<file path="config.mk">
export PLATFORM = sky130hd
export DESIGN_NAME = req_router
export DESIGN_NICKNAME = d
export VERILOG_FILES = /design/src/rtl/req_router.sv
export SDC_FILE = /design/constraint.sdc
export NUM_CORES = 1
export LEC_CHECK = 0
export CORE_ASPECT_RATIO = 0.75
export CORE_MARGIN = 2
export CORE_UTILIZATION = 50
export DETAILED_ROUTE_END_ITERATION = 7
export HOLD_SLACK_MARGIN = 0.03
export PLACE_DENSITY = 0.9
export SYNTH_ARGS = -nofsm -noshare
export SYNTH_HDL_FRONTEND = slang
export SYNTH_SLANG_ARGS = --single-unit
</file>
<file path="constraint.sdc">
create_clock -name clk -period 6.4 [get_ports clk]
set_input_delay 1.28 -clock clk [delete_from_list [all_inputs] [get_ports clk]]
set_output_delay 1.28 -clock clk [all_outputs]
set_load 0.005 [all_outputs]
</file>
<file path="src/rtl/req_router.sv">
// Single-outstanding request router: steers each upstream burst to the memory
// port (m0) or the peripheral port (m1) by the top address nibble.
module req_router #(
  parameter logic [3:0] PERIPH_SEL = 4'hF
) (
  input  logic        clk,
  input  logic        rst,
  // upstream request
  input  logic        s_req_valid,
  output logic        s_req_ready,
  input  logic [2:0]  s_req_len,
  input  logic [3:0]  s_req_mask,
  input  logic [31:0] s_req_addr,
  input  logic        s_req_we,
  input  logic        s_write_valid,
  input  logic [31:0] s_write_data,
  output logic        s_read_valid,
  input  logic        s_read_ack,
  output logic [31:0] s_read_data,
  // memory port
  output logic        m0_req_valid,
  input  logic        m0_req_ready,
  output logic [2:0]  m0_req_len,
  output logic [3:0]  m0_req_mask,
  output logic [31:0] m0_req_addr,
  output logic        m0_req_we,
  output logic        m0_write_valid,
  output logic [31:0] m0_write_data,
  input  logic        m0_read_valid,
  output logic        m0_read_ack,
  input  logic [31:0] m0_read_data,
  // peripheral port
  output logic        m1_req_valid,
  input  logic        m1_req_ready,
  output logic [2:0]  m1_req_len,
  output logic [3:0]  m1_req_mask,
  output logic [31:0] m1_req_addr,
  output logic        m1_req_we,
  output logic        m1_write_valid,
  output logic [31:0] m1_write_data,
  input  logic        m1_read_valid,
  output logic        m1_read_ack,
  input  logic [31:0] m1_read_data
);

  typedef enum logic [1:0] {IDLE, REQ, WDATA, RDATA} state_t;

  state_t      state_reg;
  logic [2:0]  len_reg;
  logic [3:0]  mask_reg;
  logic [31:0] addr_reg;
  logic        we_reg;
  logic        sel_reg;
  logic [3:0]  beats_reg;
  logic [1:0]  req_valid_reg;

  logic [31:0] fifo_mem [0:7];
  logic [2:0]  wr_ptr_reg;
  logic [2:0]  rd_ptr_reg;
  logic [3:0]  count_reg;

  logic        sel_ready;
  logic        sel_read_valid;
  logic [31:0] sel_read_data;
  logic        fifo_push;
  logic        fifo_pop;
  logic        read_beat;
  logic [31:0] fifo_head;

  assign sel_ready      = sel_reg ? m1_req_ready  : m0_req_ready;
  assign sel_read_valid = sel_reg ? m1_read_valid : m0_read_valid;
  assign sel_read_data  = sel_reg ? m1_read_data  : m0_read_data;
  // Write beats are only meaningful once a request is in flight.
  assign fifo_push      = s_write_valid && (state_reg != IDLE);
  assign fifo_pop       = (state_reg == WDATA) && (count_reg != 4'd0);
  assign read_beat      = (state_reg == RDATA) && sel_read_valid && s_read_ack;
  assign fifo_head      = fifo_mem[rd_ptr_reg];

  always_ff @(posedge clk) begin
    if (fifo_push) begin
      fifo_mem[wr_ptr_reg] <= s_write_data;
    end
  end

  always_ff @(posedge clk or negedge rst) begin
    if (!rst) begin
      wr_ptr_reg <= 3'd0;
      rd_ptr_reg <= 3'd0;
      count_reg  <= 4'd0;
    end else begin
      if (fifo_push) wr_ptr_reg <= wr_ptr_reg + 3'd1;
      if (fifo_pop)  rd_ptr_reg <= rd_ptr_reg + 3'd1;
      case ({fifo_push, fifo_pop})
        2'b10:   count_reg <= count_reg + 4'd1;
        2'b01:   count_reg <= count_reg - 4'd1;
        default: count_reg <= count_reg;
      endcase
    end
  end

  always_ff @(posedge clk or negedge rst) begin
    if (!rst) begin
      state_reg     <= IDLE;
      len_reg       <= 3'd0;
      mask_reg      <= 4'd0;
      addr_reg      <= 32'd0;
      we_reg        <= 1'b0;
      sel_reg       <= 1'b0;
      beats_reg     <= 4'd0;
      req_valid_reg <= 2'b00;
    end else begin
      case (state_reg)
        IDLE: begin
          if (s_req_valid) begin
            len_reg       <= s_req_len;
            mask_reg      <= s_req_mask;
            addr_reg      <= s_req_addr;
            we_reg        <= s_req_we;
            sel_reg       <= (s_req_addr[31:28] == PERIPH_SEL);
            beats_reg     <= {1'b0, s_req_len} + 4'd1;
            req_valid_reg <= (s_req_addr[31:28] == PERIPH_SEL) ? 2'b10 : 2'b01;
            state_reg     <= REQ;
          end
        end
        REQ: begin
          if (sel_ready) begin
            req_valid_reg <= 2'b00;
            state_reg     <= we_reg ? WDATA : RDATA;
          end
        end
        WDATA: begin
          if (fifo_pop) begin
            beats_reg <= beats_reg - 4'd1;
            if (beats_reg == 4'd1) state_reg <= IDLE;
          end
        end
        RDATA: begin
          if (read_beat) begin
            beats_reg <= beats_reg - 4'd1;
            if (beats_reg == 4'd1) state_reg <= IDLE;
          end
        end
        default: state_reg <= IDLE;
      endcase
    end
  end

  assign s_req_ready = (state_reg == IDLE);

  // Request fields are shown only on the port that owns the request.
  assign m0_req_valid = req_valid_reg[0];
  assign m0_req_len   = sel_reg ? 3'd0  : len_reg;
  assign m0_req_mask  = sel_reg ? 4'd0  : mask_reg;
  assign m0_req_addr  = sel_reg ? 32'd0 : addr_reg;
  assign m0_req_we    = sel_reg ? 1'b0  : we_reg;
  assign m1_req_valid = req_valid_reg[1];
  assign m1_req_len   = sel_reg ? len_reg  : 3'd0;
  assign m1_req_mask  = sel_reg ? mask_reg : 4'd0;
  assign m1_req_addr  = sel_reg ? addr_reg : 32'd0;
  assign m1_req_we    = sel_reg ? we_reg   : 1'b0;

  assign m0_write_valid = fifo_pop && !sel_reg;
  assign m0_write_data  = (fifo_pop && !sel_reg) ? fifo_head : 32'd0;
  assign m1_write_valid = fifo_pop && sel_reg;
  assign m1_write_data  = (fifo_pop && sel_reg) ? fifo_head : 32'd0;

  assign s_read_valid = (state_reg == RDATA) && sel_read_valid;
  assign s_read_data  = (state_reg == RDATA) ? sel_read_data : 32'd0;
  assign m0_read_ack  = (state_reg == RDATA) && !sel_reg && s_read_ack;
  assign m1_read_ack  = (state_reg == RDATA) && sel_reg && s_read_ack;

endmodule

</file>
==> results.tsv, run 1 <==
stage	metric	value	unit
finish	Final nets	1375	
global_routing	initial antenna violation count	3	
worst_hold_path	worst hold path type	register to register	
synthesis	synthesized area per cell	15.2	um2
place	DP Area	17200	um2
synthesis	Syn Std Cell Area	13600	um2
global_routing	vias in the first global route	8746	
synthesis	sequential area share after synthesis	67.4	%
place	Placement Setup Slack	2.12	ns
floorplan	Chip Height	147	um
detailed_routing	vias	8704	
worst_hold_path	worst hold path endpoint	len_reg[1]	
synthesis	synth warn	0	
sta	RSZ-0062 raised after global routing	no	
detailed_routing	number of remaining DRC errors	20	
sta	Final setup viols	0	
job	Max Cap Viol	0	
synthesis	ys flop type	edfxtp_1	
setup_path	nature of the critical path startpoint	register	
sta	fmax	211	MHz
synthesis	Synth cell types	47	
synthesis	async set-reset flop share out of synthesis	18.7	%
global_routing	first-pass GRT wire length	52.9	mm
synthesis	Mapped Cells	895	
setup_path	Critical Path AT	3.47	ns
synthesis	post-synthesis register bit count	315	
setup_path	crit path kind	register to output pin	
clock_network	clock-pin transition on the worst setup and hold timing paths	0.06	ns
clock_network	cts bufs inserted	30	
sta	Hold WS	0.485	ns
power	Seq pwr share	40.9	%
power	Int Pwr	5.10	mW
run_status	failing checks	DRC	
floorplan	num ports	329	
place	gp weighted congestion	0.876	
power	Clk pwr share	22.1	%
setup_path	Slowest cell on crit path	dfrtp_4	
synthesis	dominant cells by area after synthesis	edfxtp_1 (57%), dfrtp_1 (11%), mux4_2 (11%), mux2i_1 (4.8%), nand2_1 (3.7%)	
synthesis	EDFF count, synth	256	
clock_network	Clock Path Buffers	3	
setup_path	crit path cell chain	buf_4, mux4_2, mux2i_1, nor2_1, clkdlybuf4s50_1	
synthesis	largest area contributor in the netlist	edfxtp_1	
floorplan	die width	194	um
setup_path	RR Endpoint	count_reg[2]	
global_routing	largest net degree at the start of global routing	90	
sta	Rel. slew slack	26.6	%
clock_network	H-tree depth	1	
sta	Tmin final	4.75	ns
clock_network	clock latency on the worst-skew pair	0.56	ns
finish	fin area	18100	um2
setup_path	R2R cell count	10	
finish	Largest register FFs	256	
place	Port Buffers	328	
sta	final setup TNS	0	ns
floorplan	area of the core	26900	um2
clock_network	PostCTS Resize Cnt	0	
global_routing	met3 Use GR	4.18	%
floorplan	row cnt	52	
place	Detailed Place HPWL	22.7	mm
detailed_routing	first-pass iteration count of the detailed router	7	
finish	share of cells above drive strength 1	11.8	%
detailed_routing	vias per cell	5.46	
global_routing	most used routing layer	met2	
sta	worst-case clock skew	0.0303	ns
setup_path	r2r setup slk	3.39	ns
setup_path	required time worst endpoint	5.12	ns
global_routing	M1 GR Usage	35.9	%
worst_hold_path	Hold Crit Start	len_reg[1]	
power	Logic pwr share	37.0	%
clock_network	postcts setup bufs	0	
power	Net Sw Frac	32.2	%
setup_path	RR Startpoint	state_reg[1]	
sta	fin crit share	74.2	%
detailed_routing	drt initial violations	787	
sta	Max Slew Vio Count	0	
run_status	status	finished with violations	
clock_network	CTS Sinks	315	
detailed_routing	WL final	34.8	mm
clock_network	cts-stage hold buffer count	0	
setup_path	crit end category	output pin	
setup_path	Critical Path Max Stage Delay	1.16	ns
global_routing	met2 GRT Util	38.8	%
global_routing	GR Overflow Total	0	
power	Power Density	415	nW/um2
power	Switch Pwr	2.42	mW
sta	worst slew pin tran	1.10	ns
sta	post-route setup slack	1.65	ns
power	Peak VDD IR	0.000280	V
synthesis	area share of the largest cell type after synthesis	56.5	%
worst_hold_path	WHS Path Cells	2	
detailed_routing	Final ANT Viol Nets	0	
clock_network	CTS tree	yes	
detailed_routing	WL/cell	21.8	um
floorplan	Initial Util	50.6	%
synthesis	Syn Nets	1048	
global_routing	GRT Total Usage	24.4	%
finish	Area Overhead vs Synth	33.1	%
floorplan	Die ar.	28500	um2
setup_path	CP Max Fanout	55	
power	Leakage	6.52	nW
sta	Hold Violations, Final	0	
clock_network	root buffer cell	clkbuf_16	
finish	final core utilization	67.4	%
==> area by class of cell <==
cell class | count | area (um2)
Sequential cell | 315 | 9170
Fill cell | 1788 | 8770
Multi-Input combinational cell | 522 | 4140
Timing Repair Buffer | 345 | 3410
Clock buffer | 36 | 773
Tap cell | 351 | 439
Clock inverter | 16 | 138
Inverter | 8 | 30.0
Antenna cell | 1 | 2.50
==> power groups by stage <==
| stage | registers, mW | logic [mW] | clock network (mW) |
|---|---|---|---|
| finish | 3.07 | 2.78 | 1.66 |
| global route | 3.14 | 2.99 | 1.77 |
| CTS | 3.08 | 2.80 | 1.69 |
| detailed placement | 3.11 | 2.78 | 0 |
| global placement | 3.08 | 2.70 | 0 |
| floorplan | 2.82 | 1.78 | 0 |
==> cell usage in the layout (no fill, tap or decap), drive strengths merged, types with 7 or more instances in the layout <==
cell type and n:
clkinv 13, ha 8, edfxtp 256, clkdlybuf4s50 327
buf 18, inv 8, nor2 113, mux4 64
nor3 7, and2 40, dfrtp 59, nand2 135
nor2b 42, clkbuf 36, mux2i 65
==> worst max-delay path by stage <==
stage          slack, ns  cells after the start     startpoint           endpoint
2_1_floorplan       1.06                      3  s_write_valid     fifo_mem[0][0]
3_3_place_gp        2.21                      5  rd_ptr_reg[0]  m0_write_data[24]
3_5_place_dp        2.12                      5  rd_ptr_reg[0]  m0_write_data[22]
4_1_cts             1.54                      5  rd_ptr_reg[0]  m0_write_data[22]
5_1_grt             1.33                      5  rd_ptr_reg[0]  m0_write_data[22]
6_report            1.65                      5  rd_ptr_reg[0]  m0_write_data[24]
==> metrics by stage <==
stage,instances,total power [mW]
finish,1594,7.52
floorplan,895,4.60
global placement,1541,5.78
detailed placement,1541,5.90
global route,1593,7.90
CTS,1593,7.57
==> cell usage after synthesis, types with 2 or more instances <==
cell type,instances
buf_2,17
mux4_2,64
inv_1,6
mux2_2,3
nand2b_1,2
buf_6,13
dfrtp_1,59
buf_1,2
nand2_1,133
a21oi_1,5
nor2_1,113
nand2_4,2
o21ai_0,4
nor2b_1,42
ha_1,8
nand3_1,5
edfxtp_1,256
and2_1,40
xnor2_1,4
xor2_1,6
clkbuf_1,16
mux2i_1,65
nor3_1,6
==> worst max-delay path: cells and delay by family, from the launching register on <==
kind                   cells  cell delay (ns)
buffers and inverters      2             0.87
flip-flops                 1             1.16
multiplexers               2             0.78
AND/OR/NAND/NOR            1             0.10
==> per-layer routing <==
layer	up-vias	routed length (um)
met5	-	13
met4	2	683
met3	53	2720
met2	376	16400
met1	4353	15000
li1	3920	-
==> logic make-up (layout without fill, tap and decap cells) <==
kind of cell,Yosys count,in the layout,share of synthesized area (%)
muxes,132,132,15.6
other,0,1,0
adders and majority gates,8,8,0.736
buffers and inverters,58,405,2.58
DFF,315,315,67.4
AOI/OAI and AO/OA,21,21,1.10
xor gates and xnor gates,10,10,0.644
and+or+nand+nor,351,351,11.9
No activity file was read; power rests on OpenSTA's default activity.
==> inputs of run 2 (changes only) <==
- CORE_UTILIZATION: 50 -> 45
- PLACE_DENSITY: 0.9 -> 0.86
- clock period: 6.4 -> 4.2 ns (I/O delays scaled with it)
==> run 2 against run 1 <==
Effect of this change: the run now ends clean; non-clock buffer count is 3 higher; critical endpoint is now m1_write_data[16]; global-route usage is 2.8 points lower; total power is 57% higher; clock power is 72% higher; die area is 11% higher; hold slack worse by 0.22 ns; clock skew is 0.010 ns lower; worst setup slack worse by 1.4 ns; sequential power is 48% higher; first-iteration DRC count is 32% lower; highest routed layer unchanged; via count is 2.9% lower; critical path type unchanged.
==> results.tsv, run 2 (synthesized netlist as in run 1, its figures left out) <==
stage	metric	value	unit	change
global_routing	vias in the first global route	8512		-2.7%
global_routing	met3 Use GR	4.00	%	-0.17 points
floorplan	row cnt	55		+5.8%
setup_path	crit end category	output pin		
floorplan	area of the core	29900	um2	+11%
power	Peak VDD IR	0.000480	V	+72%
sta	worst-case clock skew	0.0203	ns	-0.00995 ns
detailed_routing	WL/cell	20.6	um	-5.9%
setup_path	Critical Path AT	3.09	ns	-0.38 ns
detailed_routing	WL final	34.0	mm	-2.4%
finish	share of cells above drive strength 1	12.5	%	+0.69 points
setup_path	RR Startpoint	state_reg[1]		
sta	fmax	255	MHz	
place	gp weighted congestion	0.846		-3.5%
sta	Hold Violations, Final	0		unchanged
global_routing	GR Overflow Total	0		unchanged
clock_network	root buffer cell	clkbuf_16		
finish	final core utilization	61.4	%	-5.9 points
sta	Rel. slew slack	19.7	%	-6.9 points
sta	Hold WS	0.269	ns	-0.216 ns
clock_network	Clock Path Buffers	3		unchanged
finish	Largest register FFs	256		unchanged
global_routing	most used routing layer	met2		
setup_path	nature of the critical path startpoint	register		
finish	Area Overhead vs Synth	35.2	%	
global_routing	GRT Total Usage	21.6	%	-2.8 points
clock_network	cts bufs inserted	34		+13%
global_routing	first-pass GRT wire length	51.5	mm	-2.7%
finish	most frequent cells in the layout	clkdlybuf4s50_1 (327), edfxtp_1 (256), nand2_1 (133), nor2_1 (110), mux2i_1 (65)		
power	Power Density	641	nW/um2	+54%
floorplan	Die ar.	31600	um2	+11%
detailed_routing	number of remaining DRC errors	0		-100%
clock_network	clock-pin transition on the worst setup and hold timing paths	0.07	ns	about the same
setup_path	required time worst endpoint	3.36	ns	-1.76 ns
sta	fin crit share	93.6	%	
sta	final setup TNS	0	ns	unchanged
clock_network	H-tree depth	2		+1
finish	Final nets	1382		+0.51%
floorplan	Initial Util	45.4	%	-5.2 points
floorplan	die width	205	um	+5.3%
detailed_routing	Final ANT Viol Nets	0		unchanged
clock_network	clock latency on the worst-skew pair	0.50	ns	-0.06 ns
detailed_routing	vias per cell	5.11		-6.4%
sta	Tmin final	3.93	ns	
clock_network	CTS Sinks	315		unchanged
clock_network	PostCTS Resize Cnt	0		unchanged
place	Placement Setup Slack	0.757	ns	-1.36 ns
setup_path	crit path kind	register to output pin		
power	Leakage	6.63	nW	+1.6%
sta	worst slew pin tran	1.20	ns	+0.101 ns
place	Detailed Place HPWL	22.2	mm	-2.4%
worst_hold_path	worst hold path type	primary input to async pin		
clock_network	postcts setup bufs	0		unchanged
sta	Max Slew Vio Count	0		unchanged
detailed_routing	vias	8448		-2.9%
global_routing	M1 GR Usage	31.5	%	-4.4 points
floorplan	num ports	329		unchanged
clock_network	CTS tree	yes		
run_status	status	finished, final reports clean		
clock_network	cts-stage hold buffer count	0		unchanged
detailed_routing	drt initial violations	537		-32%
finish	most common cell after layout, fill and taps aside	clkdlybuf4s50_1		
sta	RSZ-0062 raised after global routing	no		
global_routing	largest net degree at the start of global routing	60		-33%
setup_path	CP Max Fanout	33		-40%
global_routing	initial antenna violation count	4		+1
detailed_routing	first-pass iteration count of the detailed router	4		-3
floorplan	Chip Height	155	um	+5.3%
sta	post-route setup slack	0.271	ns	-1.38 ns
sta	Final setup viols	0		unchanged
global_routing	met2 GRT Util	33.7	%	-5.1 points
place	Port Buffers	328		unchanged
job	Max Cap Viol	0		unchanged
setup_path	Critical path origin	state_reg[1]		
[run 2: cell type report]
| type | count | area (um2) |
|---|---|---|
| fillers | 2194 | 11500 |
| flip-flops and latches | 315 | 9170 |
| multi-input cells | 522 | 4150 |
| repair buffers | 348 | 3480 |
| clock buffers | 43 | 916 |
| well taps | 399 | 499 |
| clock inverters | 17 | 141 |
| inverters | 8 | 30.0 |
| diodes | 1 | 2.50 |
[run 2: per-layer routing]
metal  part of all wire (%)  vias to the layer above
met5                  0.079                        -
met4                    1.9                        4
met3                    5.2                       55
met2                     48                      223
met1                     45                     4240
li1                       -                     3926
[run 2: stage by stage]
stage	std cells	cell area, um2	power [mW]
final	1653	18400	11.8
after detailed placement	1592	17300	9.05
after global placement	1592	17300	8.91
after global routing	1653	18400	12.4
after CTS	1652	18400	11.9
after floorplan	895	13600	7.02
[run 2: worst paths after layout]
| path | end | slack (ns) | cells after the start |
|---|---|---|---|
| worst max-delay path | m1_write_data[16] | 0.27 | 5 |
| worst min-delay path | addr_reg[25] | 0.27 | 1 |
| worst max register to register | count_reg[3] | 1.25 | 8 |
| worst min register to register | addr_reg[17] | 0.48 | 2 |
| max in group asynchronous | rd_ptr_reg[0] | 2.97 | 2 |
| min in group clk | addr_reg[17] | 0.48 | 2 |
[run 2: where the power goes]
part | leakage (nW) | switching, mW | internal (mW)
Clock | 0.514 | 1.18 | 1.67
Combinational | 3.06 | 2.03 | 2.37
Sequential | 3.05 | 0.517 | 4.02
[run 2: critical path, cell delays in order, from the launching register on]
cell	delay, ns
dfrtp_1	0.67
inv_2	0.15
nor3_4	0.53
nand2_4	0.43
nor2_1	0.25
clkdlybuf4s50_1	0.55
